## config.mk

```make
export PLATFORM = sky130hd
export DESIGN_NAME = halt_mem_dump
export DESIGN_NICKNAME = d
export VERILOG_FILES = /design/src/rtl/mips_dbg_pkg.sv /design/src/rtl/word_serializer.sv /design/src/rtl/halt_mem_dump.sv
export SDC_FILE = /design/constraint.sdc
export NUM_CORES = 1
export LEC_CHECK = 0
export CORE_MARGIN = 3
export CORE_UTILIZATION = 51
export CTS_BUF_LIST = sky130_fd_sc_hd__clkbuf_2 sky130_fd_sc_hd__clkbuf_4 sky130_fd_sc_hd__clkbuf_8
export CTS_CLUSTER_SIZE = 20
export DETAILED_ROUTE_END_ITERATION = 6
export PLACE_DENSITY = 0.79
export SETUP_SLACK_MARGIN = 0.5
export SLEW_MARGIN = 20
export SYNTH_ARGS = -nofsm -noshare
export SYNTH_HDL_FRONTEND = slang
export SYNTH_SLANG_ARGS = --single-unit
export TNS_END_PERCENT = 20
```

## constraint.sdc

```tcl
create_clock -name clk1 -period 2.65 [get_ports clk1]
set_input_delay 0.6625 -clock clk1 [delete_from_list [all_inputs] [get_ports clk1]]
set_output_delay 0.6625 -clock clk1 [all_outputs]
set_load 0.02 [all_outputs]
```

## src/rtl/mips_dbg_pkg.sv

```systemverilog
// Shared types and widths for the post-halt memory dump unit.
package mips_dbg_pkg;

    localparam int unsigned WORD_W         = 32;
    localparam int unsigned BYTE_W         = 8;
    localparam int unsigned BYTES_PER_WORD = 4;
    localparam int unsigned BIDX_W         = 2;

    typedef enum logic [2:0] {
        IDLE = 3'd0,
        REQ  = 3'd1,
        CAP  = 3'd2,
        SEND = 3'd3,
        CSUM = 3'd4,
        DONE = 3'd5
    } dump_state_t;

    // Zero-extend a byte into the top of a word so it leaves the serializer first.
    function automatic logic [WORD_W-1:0] byte_to_top(input logic [BYTE_W-1:0] b);
        return {b, {(WORD_W-BYTE_W){1'b0}}};
    endfunction

endpackage

```

## src/rtl/word_serializer.sv

```systemverilog
// Loads a 32-bit word and emits it MSB-first as bytes on a valid/ready stream.
// load_last_idx selects how many bytes of the word are sent (index of the final byte);
// load_final marks that the final byte of this load is the final byte of the stream.
module word_serializer
    import mips_dbg_pkg::*;
(
    input  logic              clk1,
    input  logic              rst,
    input  logic              load,
    input  logic [WORD_W-1:0] load_data,
    input  logic [BIDX_W-1:0] load_last_idx,
    input  logic              load_final,
    input  logic              tx_ready,
    output logic              tx_valid,
    output logic [BYTE_W-1:0] tx_data,
    output logic              tx_last,
    output logic              word_done_c
);

    logic [WORD_W-1:0] sreg;
    logic [BIDX_W-1:0] byte_idx;
    logic [BIDX_W-1:0] last_idx;
    logic              final_q;
    logic              hs_c;

    assign hs_c        = tx_valid && tx_ready;
    assign word_done_c = hs_c && (byte_idx == last_idx);
    assign tx_data     = sreg[WORD_W-1 -: BYTE_W];

    // Shift register, byte index and valid/last hold; a load wins over a handshake.
    always_ff @(posedge clk1 or posedge rst) begin
        if (rst) begin
            sreg     <= '0;
            byte_idx <= '0;
            last_idx <= '0;
            final_q  <= 1'b0;
            tx_valid <= 1'b0;
            tx_last  <= 1'b0;
        end else if (load) begin
            sreg     <= load_data;
            byte_idx <= '0;
            last_idx <= load_last_idx;
            final_q  <= load_final;
            tx_valid <= 1'b1;
            tx_last  <= load_final && (load_last_idx == '0);
        end else if (hs_c) begin
            sreg <= sreg << BYTE_W;
            if (byte_idx == last_idx) begin
                tx_valid <= 1'b0;
                tx_last  <= 1'b0;
            end else begin
                byte_idx <= BIDX_W'(byte_idx + 1'b1);
                tx_last  <= final_q && (BIDX_W'(byte_idx + 1'b1) == last_idx);
            end
        end
    end

endmodule

```

## src/rtl/halt_mem_dump.sv

```systemverilog
// Post-halt memory dump: on a rising HALTED, reads DUMP_COUNT words starting at
// DUMP_BASE and streams them MSB-first as bytes.
// Optional feature macro DUMP_CHECKSUM_EN appends an XOR checksum byte to the stream.
module halt_mem_dump
    import mips_dbg_pkg::*;
#(
    parameter int unsigned ADDR_W     = 10,
    parameter int unsigned DUMP_BASE  = 198,
    parameter int unsigned DUMP_COUNT = 3
) (
    input  logic              clk1,
    input  logic              rst,
    input  logic              halted,
    output logic              mem_rd_en,
    output logic [ADDR_W-1:0] mem_rd_addr,
    input  logic [WORD_W-1:0] mem_rd_data,
    output logic              tx_valid,
    input  logic              tx_ready,
    output logic [BYTE_W-1:0] tx_data,
    output logic              tx_last,
    output logic              busy,
    output logic              done
);

    localparam int unsigned       CNT_W   = ADDR_W + 1;
    localparam logic [CNT_W-1:0]  COUNT_L = CNT_W'(DUMP_COUNT);
    localparam logic [ADDR_W-1:0] BASE_L  = ADDR_W'(DUMP_BASE);

    dump_state_t       state;
    logic              halted_q;
    logic [ADDR_W-1:0] ptr;
    logic [CNT_W-1:0]  wcnt;

    logic              trig_c;
    logic              hs_c;
    logic              last_word_c;
    logic              word_done_c;
    logic              ser_load_c;
    logic [WORD_W-1:0] ser_word_c;
    logic [BIDX_W-1:0] ser_last_idx_c;
    logic              ser_final_c;

`ifdef DUMP_CHECKSUM_EN
    logic [BYTE_W-1:0] csum;
    logic [BYTE_W-1:0] csum_next_c;

    // Running XOR including the byte being accepted; starts from zero on a trigger.
    assign csum_next_c = (state == IDLE) ? '0 : (csum ^ tx_data);
`endif

    assign trig_c      = (state == IDLE) && halted && !halted_q;
    assign hs_c        = tx_valid && tx_ready;
    assign last_word_c = (CNT_W'(wcnt + 1'b1) == COUNT_L);

    // Serializer load source: a captured memory word, or the checksum byte.
    always_comb begin
        ser_load_c     = 1'b0;
        ser_word_c     = mem_rd_data;
        ser_last_idx_c = BIDX_W'(BYTES_PER_WORD - 1);
        ser_final_c    = 1'b0;
        if (state == CAP) begin
            ser_load_c = 1'b1;
`ifndef DUMP_CHECKSUM_EN
            ser_final_c = last_word_c;
`endif
        end
`ifdef DUMP_CHECKSUM_EN
        else if ((state == SEND && word_done_c && last_word_c) ||
                 (trig_c && (DUMP_COUNT == 0))) begin
            ser_load_c     = 1'b1;
            ser_word_c     = byte_to_top(csum_next_c);
            ser_last_idx_c = '0;
            ser_final_c    = 1'b1;
        end
`endif
    end

    word_serializer u_ser (
        .clk1          (clk1),
        .rst           (rst),
        .load          (ser_load_c),
        .load_data     (ser_word_c),
        .load_last_idx (ser_last_idx_c),
        .load_final    (ser_final_c),
        .tx_ready      (tx_ready),
        .tx_valid      (tx_valid),
        .tx_data       (tx_data),
        .tx_last       (tx_last),
        .word_done_c   (word_done_c)
    );

    // Dump sequencer with address pointer, word counter and registered strobes.
    always_ff @(posedge clk1 or posedge rst) begin
        if (rst) begin
            state       <= IDLE;
            halted_q    <= 1'b1;
            ptr         <= '0;
            wcnt        <= '0;
            mem_rd_en   <= 1'b0;
            mem_rd_addr <= '0;
            busy        <= 1'b0;
            done        <= 1'b0;
`ifdef DUMP_CHECKSUM_EN
            csum        <= '0;
`endif
        end else begin
            halted_q  <= halted;
            mem_rd_en <= 1'b0;
            case (state)
                IDLE: begin
                    if (trig_c) begin
                        ptr  <= BASE_L;
                        wcnt <= '0;
`ifdef DUMP_CHECKSUM_EN
                        csum <= '0;
`endif
                        if (DUMP_COUNT == 0) begin
`ifdef DUMP_CHECKSUM_EN
                            state <= CSUM;
                            busy  <= 1'b1;
`else
                            state <= DONE;
                            done  <= 1'b1;
`endif
                        end else begin
                            state       <= REQ;
                            mem_rd_en   <= 1'b1;
                            mem_rd_addr <= BASE_L;
                            busy        <= 1'b1;
                        end
                    end
                end
                REQ: state <= CAP;
                CAP: state <= SEND;
                SEND: begin
                    if (hs_c) begin
`ifdef DUMP_CHECKSUM_EN
                        csum <= csum_next_c;
`endif
                        if (word_done_c) begin
                            ptr  <= ADDR_W'(ptr + 1'b1);
                            wcnt <= CNT_W'(wcnt + 1'b1);
                            if (last_word_c) begin
`ifdef DUMP_CHECKSUM_EN
                                state <= CSUM;
`else
                                state <= DONE;
                                busy  <= 1'b0;
                                done  <= 1'b1;
`endif
                            end else begin
                                state       <= REQ;
                                mem_rd_en   <= 1'b1;
                                mem_rd_addr <= ADDR_W'(ptr + 1'b1);
                            end
                        end
                    end
                end
`ifdef DUMP_CHECKSUM_EN
                CSUM: begin
                    if (word_done_c) begin
                        state <= DONE;
                        busy  <= 1'b0;
                        done  <= 1'b1;
                    end
                end
`endif
                DONE: begin
                    if (!halted) begin
                        state <= IDLE;
                        done  <= 1'b0;
                    end
                end
                default: state <= IDLE;
            endcase
        end
    end

endmodule

```

==> results_dict.tcl, run 1 <==
set metrics [dict create \
    pwr_density_cell_nw_per_um2 954 \
    cts_setup_buffers 0 \
    rsz0062_at_grt "true" \
    layout_commonest_cell "nand2_1" \
    maxCapViolations 0 \
    die_area_um2 8820 \
    clk_pin_slew_ns 0.08 \
    utilization_pct 65.6 \
    async_reset_ff_share_pct 100 \
    cp_max_fo 12 \
    wire_per_inst_um 15.8 \
    hpwl_um 6340 \
    slew_headroom_pct 62.2 \
    crit_type "reg -> reg" \
    layoutNonFillerInstCount 579 \
    initial_core_util_pct 53.5 \
    synth_area_um2 3940 \
    drive_gt1_share_pct 10.4 \
    io_pins 59 \
    worstMarginPinSlew_ns 0.563 \
    crit_arrival_ns 2.39 \
    synth_top_flop_cell "dfrtp_1" \
    drcViolationCount 0 \
    synth_edf_count 0 \
    worst_r2r_endpoint "u_ser.final_q" \
    synth_fp_nets 469 \
    synthCells 430 \
    synth-seq-cells 76 \
    die_x_um 93.9 \
    place.gp.congestion 0.846 \
    grt_overflow_total 0 \
    cts_max_level 3 \
    cts_sinks 76 \
    finClkSkew_ns 0.0106 \
    ys_seq_area_share_pct 48.3 \
    r2r-start "wcnt[2]" \
    required_ns 2.94 \
    detail-route-antenna-nets 0 \
    grt_start_max_net_pins 43 \
    via_per_inst 5.66 \
    track_usage_pct 22.0 \
    grt_pass1_vias 3150 \
    status "finished, final reports clean" \
    worst_setup_path_start_kind "flop" \
    clock-root-buffer "clkbuf_8" \
    synth.distinct_cells 51 \
    endpoint "u_ser.final_q" \
    cts_made_buffers 9 \
    hold_viol_final 0 \
    diodes 0 \
    yosys_warnings 0 \
    cp-end-kind "flop" \
    setup_viol 0 \
    tritoncts "yes" \
    dp.cells 563 \
    avgSynthCellArea_um2 9.17 \
    wl_um 9160 \
    peakVddDrop_mv 0.446 \
    num_vias 3279 \
    clk_latency_ns 0.35 \
    cp-startpoint "wcnt[2]" \
    fin_crit_ns 2.09 \
    fmax_mhz 478 \
    setup-tns-final_ns 0 \
    grt_pass1_wl_um 15200 \
    die_h_um 93.9 \
    drv_slew 0 \
    core_area_um2 7370 \
    mostFrequentLayoutCells "83 x nand2_1, 69 x dfrtp_1, 60 x o21ai_0" \
    drtIter0Drc 244 \
    r2r_setup_slack_ns 0.56 \
    rows 31 \
    period_share_pct 78.9 \
    rr_worst_depth 6 \
    drt_pre_antenna_iters 4 \
    min_path_type "reg -> reg" \
    ctsLongestPathBuffers 2 \
    antenna_found_initial 0 \
    numPortBuffers 58 \
    power_leakage_nw 2.02 \
    finalNetCount 514 \
    area_growth_pct 22.7 \
]
-- layer usage --
metal	wire length (um)	up-vias	global-route usage (%)
li1	-	1593	-
met1	4180	1593	30.5
met2	4420	82	34.2
met3	413	11	4.73
met4	148	0	7.46
met5	0	-	0
-- power breakdown --
group / total (W) / leakage (nW) / switching [W] / internal (W)
clock network: 0.000981 / 0.114 / 0.000439 / 0.000543
registers: 0.00190 / 0.964 / 0.000358 / 0.00155
logic: 0.00173 / 0.938 / 0.000941 / 0.000790
-- worst max-delay path, cell delays in order, from the launching register on --
cell and delay, ns:
dfrtp_2 0.46, and3_1 0.22, or3_1 0.31, a21boi_1 0.31, buf_4 0.26, and4_1 0.30
mux2_2 0.18
-- logic make-up after synthesis --
| group | share of synthesized area, % |
|---|---|
| AO/OA/AOI/OAI | 16.8 |
| XOR/XNOR | 2.89 |
| adder cells (fa/ha/maj) | 0.952 |
| buffers and inverters | 5.11 |
| flip-flops | 48.3 |
| multiplexers | 6.92 |
| AND/OR/NAND/NOR | 19.0 |
-- final cells by class --
class | instances | area, um2
fillers | 581 | 2530
flip-flops and latches | 76 | 1910
multi-input cells | 314 | 1870
repair buffers | 70 | 696
clock buffers | 10 | 131
well taps | 99 | 124
clock inverters | 6 | 87.6
inverters | 4 | 18.8
-- registers in the layout, summed over array words and instances (netlist names), 2 cells and up --
register,cells
state,3
u_ser.byte_idx,2
mem_rd_addr,10
ptr,10
wcnt,11
u_ser.sreg,32
-- synthesized netlist by cell type, drive strengths merged (5+ instances only) --
library cell,number,area (um2)
a21oi,12,60.1
nand2,83,312
nand3,11,60.1
nor3,8,40.0
dfrtp,75,1880
nand4,11,68.8
o211ai,5,37.5
mux2i,25,250
o21ai,61,305
and3,6,37.5
a211oi,7,57.6
clkbuf,16,60.1
o31ai,6,45.0
buf,20,126
xor2,9,78.8
nor2,25,93.8
-- how the worst min path moves through the flow --
stage / startpoint / cells past startpoint / to / slack, ns
3_3_place_gp: ptr[9] / 1 / ptr[9] / 0.49
6_report: ptr[9] / 1 / ptr[9] / 0.50
4_1_cts: ptr[9] / 1 / ptr[9] / 0.51
5_1_grt: ptr[9] / 1 / ptr[9] / 0.52
2_1_floorplan: ptr[9] / 1 / ptr[9] / 0.47
3_5_place_dp: ptr[9] / 1 / ptr[9] / 0.49
-- timing repair --
item                       CTS  global route
setup endpoints to repair   11            11
pin swaps                    1             0
gates cloned                 0             0
resized for setup            7             4
hold buffers                 0             0
-- per-stage QoR --
stage | instance area [um2] | hold slack (ns) | power (W) | setup slack (ns)
6_report | 4840 | 0.505 | 0.00462 | 0.558
5_1_grt | 4840 | 0.520 | 0.00494 | 0.484
4_1_cts | 4820 | 0.507 | 0.00462 | 0.515
3_5_place_dp | 4590 | 0.490 | 0.00362 | 0.237
3_3_place_gp | 4590 | 0.488 | 0.00354 | 0.272
2_1_floorplan | 3950 | 0.466 | 0.00304 | 0.675
Note: power is estimated with default switching activity, not from simulation.
==> run 2, diff against run 1 <==
- CORE_UTILIZATION: 51 -> 55
- PLACE_DENSITY: 0.79 -> 0.81
- clock period: 2.65 -> 2.05 ns (I/O delays scaled with it)
==> run 2 against run 1 <==
The run now ends with design-rule violations left. Die area down 6.8%. Critical path depth rose by 1. Largest cell class is now multi-input combinational cells. Sequential share of layout area down 4.7 points. Wire length increased by 37%.
==> results_dict.tcl, run 2 (synthesized netlist as in run 1, its figures left out) <==
set metrics [dict create \
    hpwl_um 6800 \
    clock-root-buffer "clkbuf_8" \
    via_per_inst 6.27 \
    finalNetCount 560 \
    cp_max_fo 8 \
    crit_arrival_ns 2.20 \
    die_x_um 90.7 \
    hold_viol_final 0 \
    power_leakage_nw 2.33 \
    clk_latency_ns 0.37 \
    largest_reg_flops 32 \
    worst_slack_ns 0.108 \
    layoutNonFillerInstCount 622 \
    clk_pin_slew_ns 0.09 \
    grt_pass1_wl_um 18200 \
    hold_ws_ns 0.502 \
    critPathBufInv 2 \
    layout_commonest_cell "nand2_1" \
    largest-register "u_ser.sreg" \
    rows 30 \
    tritoncts "yes" \
    cts_max_level 3 \
    area_growth_pct 39.3 \
    fillCellCount 397 \
    peakVddDrop_mv 0.632 \
    die_h_um 90.7 \
    slowest_delay_ns 0.49 \
    drt_pre_antenna_iters 7 \
    ctsLongestPathBuffers 2 \
    wire_per_inst_um 20.2 \
    worst_setup_path_start_kind "flop" \
    grt_pass1_vias 3681 \
    grt_overflow_total 0 \
    grt_busiest_layer "met2" \
    required_ns 2.31 \
    wl_um 12600 \
    cts_sinks 76 \
    setup-tns-final_ns 0 \
    cts_made_buffers 9 \
    finClkSkew_ns 0.0109 \
    grtUsageMet1_pct 35.6 \
    status "finished, violations left" \
    min_path_type "in -> async" \
    drive_gt1_share_pct 24.5 \
    core_area_um2 6870 \
    pwr_density_cell_nw_per_um2 1230 \
    drcViolationCount 13 \
    numPortBuffers 58 \
    cp_top_family "flip-flops" \
    diodes 0 \
    maxCapViolations 0 \
    grt_start_max_net_pins 69 \
    cp-end-kind "flop" \
    period_share_pct 94.7 \
    met2_usage_pct 45.0 \
    dp.cells 582 \
    place.gp.congestion 0.880 \
    p_total_w 0.00674 \
    initial_core_util_pct 57.4 \
    num_vias 3899 \
    use_met3_pct 5.00 \
    violations "design-rule violations" \
    crit_slowest_cell "dfrtp_2" \
    worstPathCellList "ha_4, buf_6, or3_4, buf_8, a211oi_2, nand4_1, o221a_2" \
    detail-route-antenna-nets 0 \
    place_ws_ns -0.144 \
    slew_headroom_pct 68.5 \
    io_pins 59 \
    antenna_found_initial 0 \
    die_area_um2 8220 \
    worstMarginPinSlew_ns 0.471 \
    drv_slew 0 \
    fmax_mhz 515 \
    rsz0062_at_grt "true" \
    reg_top3 "u_ser.sreg: 32 flops, wcnt: 11 flops" \
    setup_viol 0 \
    fin_crit_ns 1.94 \
    track_usage_pct 27.9 \
    mostFrequentLayoutCells "80 x nand2_1, 68 x dfrtp_1, 51 x o21ai_0" \
    crit_type "reg -> reg" \
    drtIter0Drc 486 \
]
==> run 2: cell count changes in the layout (fill, tap and decap cells not counted), sizes merged, moves of 3 or more <==
cell,change
buf,+44
dlygate4sd2,+19
clkinvlp,+3
clkdlybuf4s50,-19
==> run 2: cell type report <==
| cell class | instances | area (um2) | share of cell area [%] |
|---|---|---|---|
| tap | 96 | 120 | 2.19 |
| clock buffer | 9 | 124 | 2.25 |
| timing repair buffer | 115 | 1140 | 20.7 |
| clock inverter | 7 | 57.6 | 1.05 |
| inverter | 4 | 18.8 | 0.342 |
| sequential | 76 | 1910 | 34.8 |
| multi-input combinational | 315 | 2130 | 38.7 |
==> run 2: worst paths after layout <==
kind,startpoint,end,slack (ns),cells after the start
min in group clk1,u_ser.tx_last,u_ser.tx_last,0.53,2
setup reg to reg,wcnt[1],mem_rd_addr[2],0.11,7
hold / removal,rst,state[1],0.50,2
max in group asynchronous,rst,wcnt[2],1.01,3
hold reg to reg,u_ser.tx_last,u_ser.tx_last,0.53,2
setup / recovery,wcnt[1],mem_rd_addr[2],0.11,7
==> run 2: power by group <==
| part | switching (W) | internal [W] |
|---|---|---|
| Clock | 0.000647 | 0.000454 |
| Combinational | 0.00170 | 0.00147 |
| Sequential | 0.000464 | 0.00200 |
| Total | 0.00281 | 0.00392 |
==> run 2: what timing repair did <==
action | 4_1_cts | 5_1_grt
pin swaps | 18 | 11
hold endpoints to repair | 0 | 0
cloned | 1 | 1
resized for setup | 61 | 45
endpoints found under the setup margin | 62 | 69
buffers inserted | 17 | 5
hold buffers | 0 | 0
==> run 2: metal layers <==
layer / vias up / wire length [um] / share of wire (%)
met2: 232 / 6160 / 49
met4: 0 / 608 / 4.8
li1: 1699 / - / -
met3: 63 / 928 / 7.4
met1: 1905 / 4890 / 39
met5: - / 0 / 0
==> run 2: per-stage QoR <==
stage                     area (um2)  utilization, %
after floorplan                 3950               -
after global placement          4790            69.7
after detailed placement        4790            69.7
after CTS                       5250            76.4
after global routing            5490            80.0
final                           5490            80.0
==> run 2: worst reg2reg max path, delay by kind of cell, from the launching register on <==
kind,cells,cell delay [ns]
fa+ha+maj,1,0.20
simple gates,2,0.48
buf+inv,2,0.28
flops,1,0.49
compound gates,2,0.38
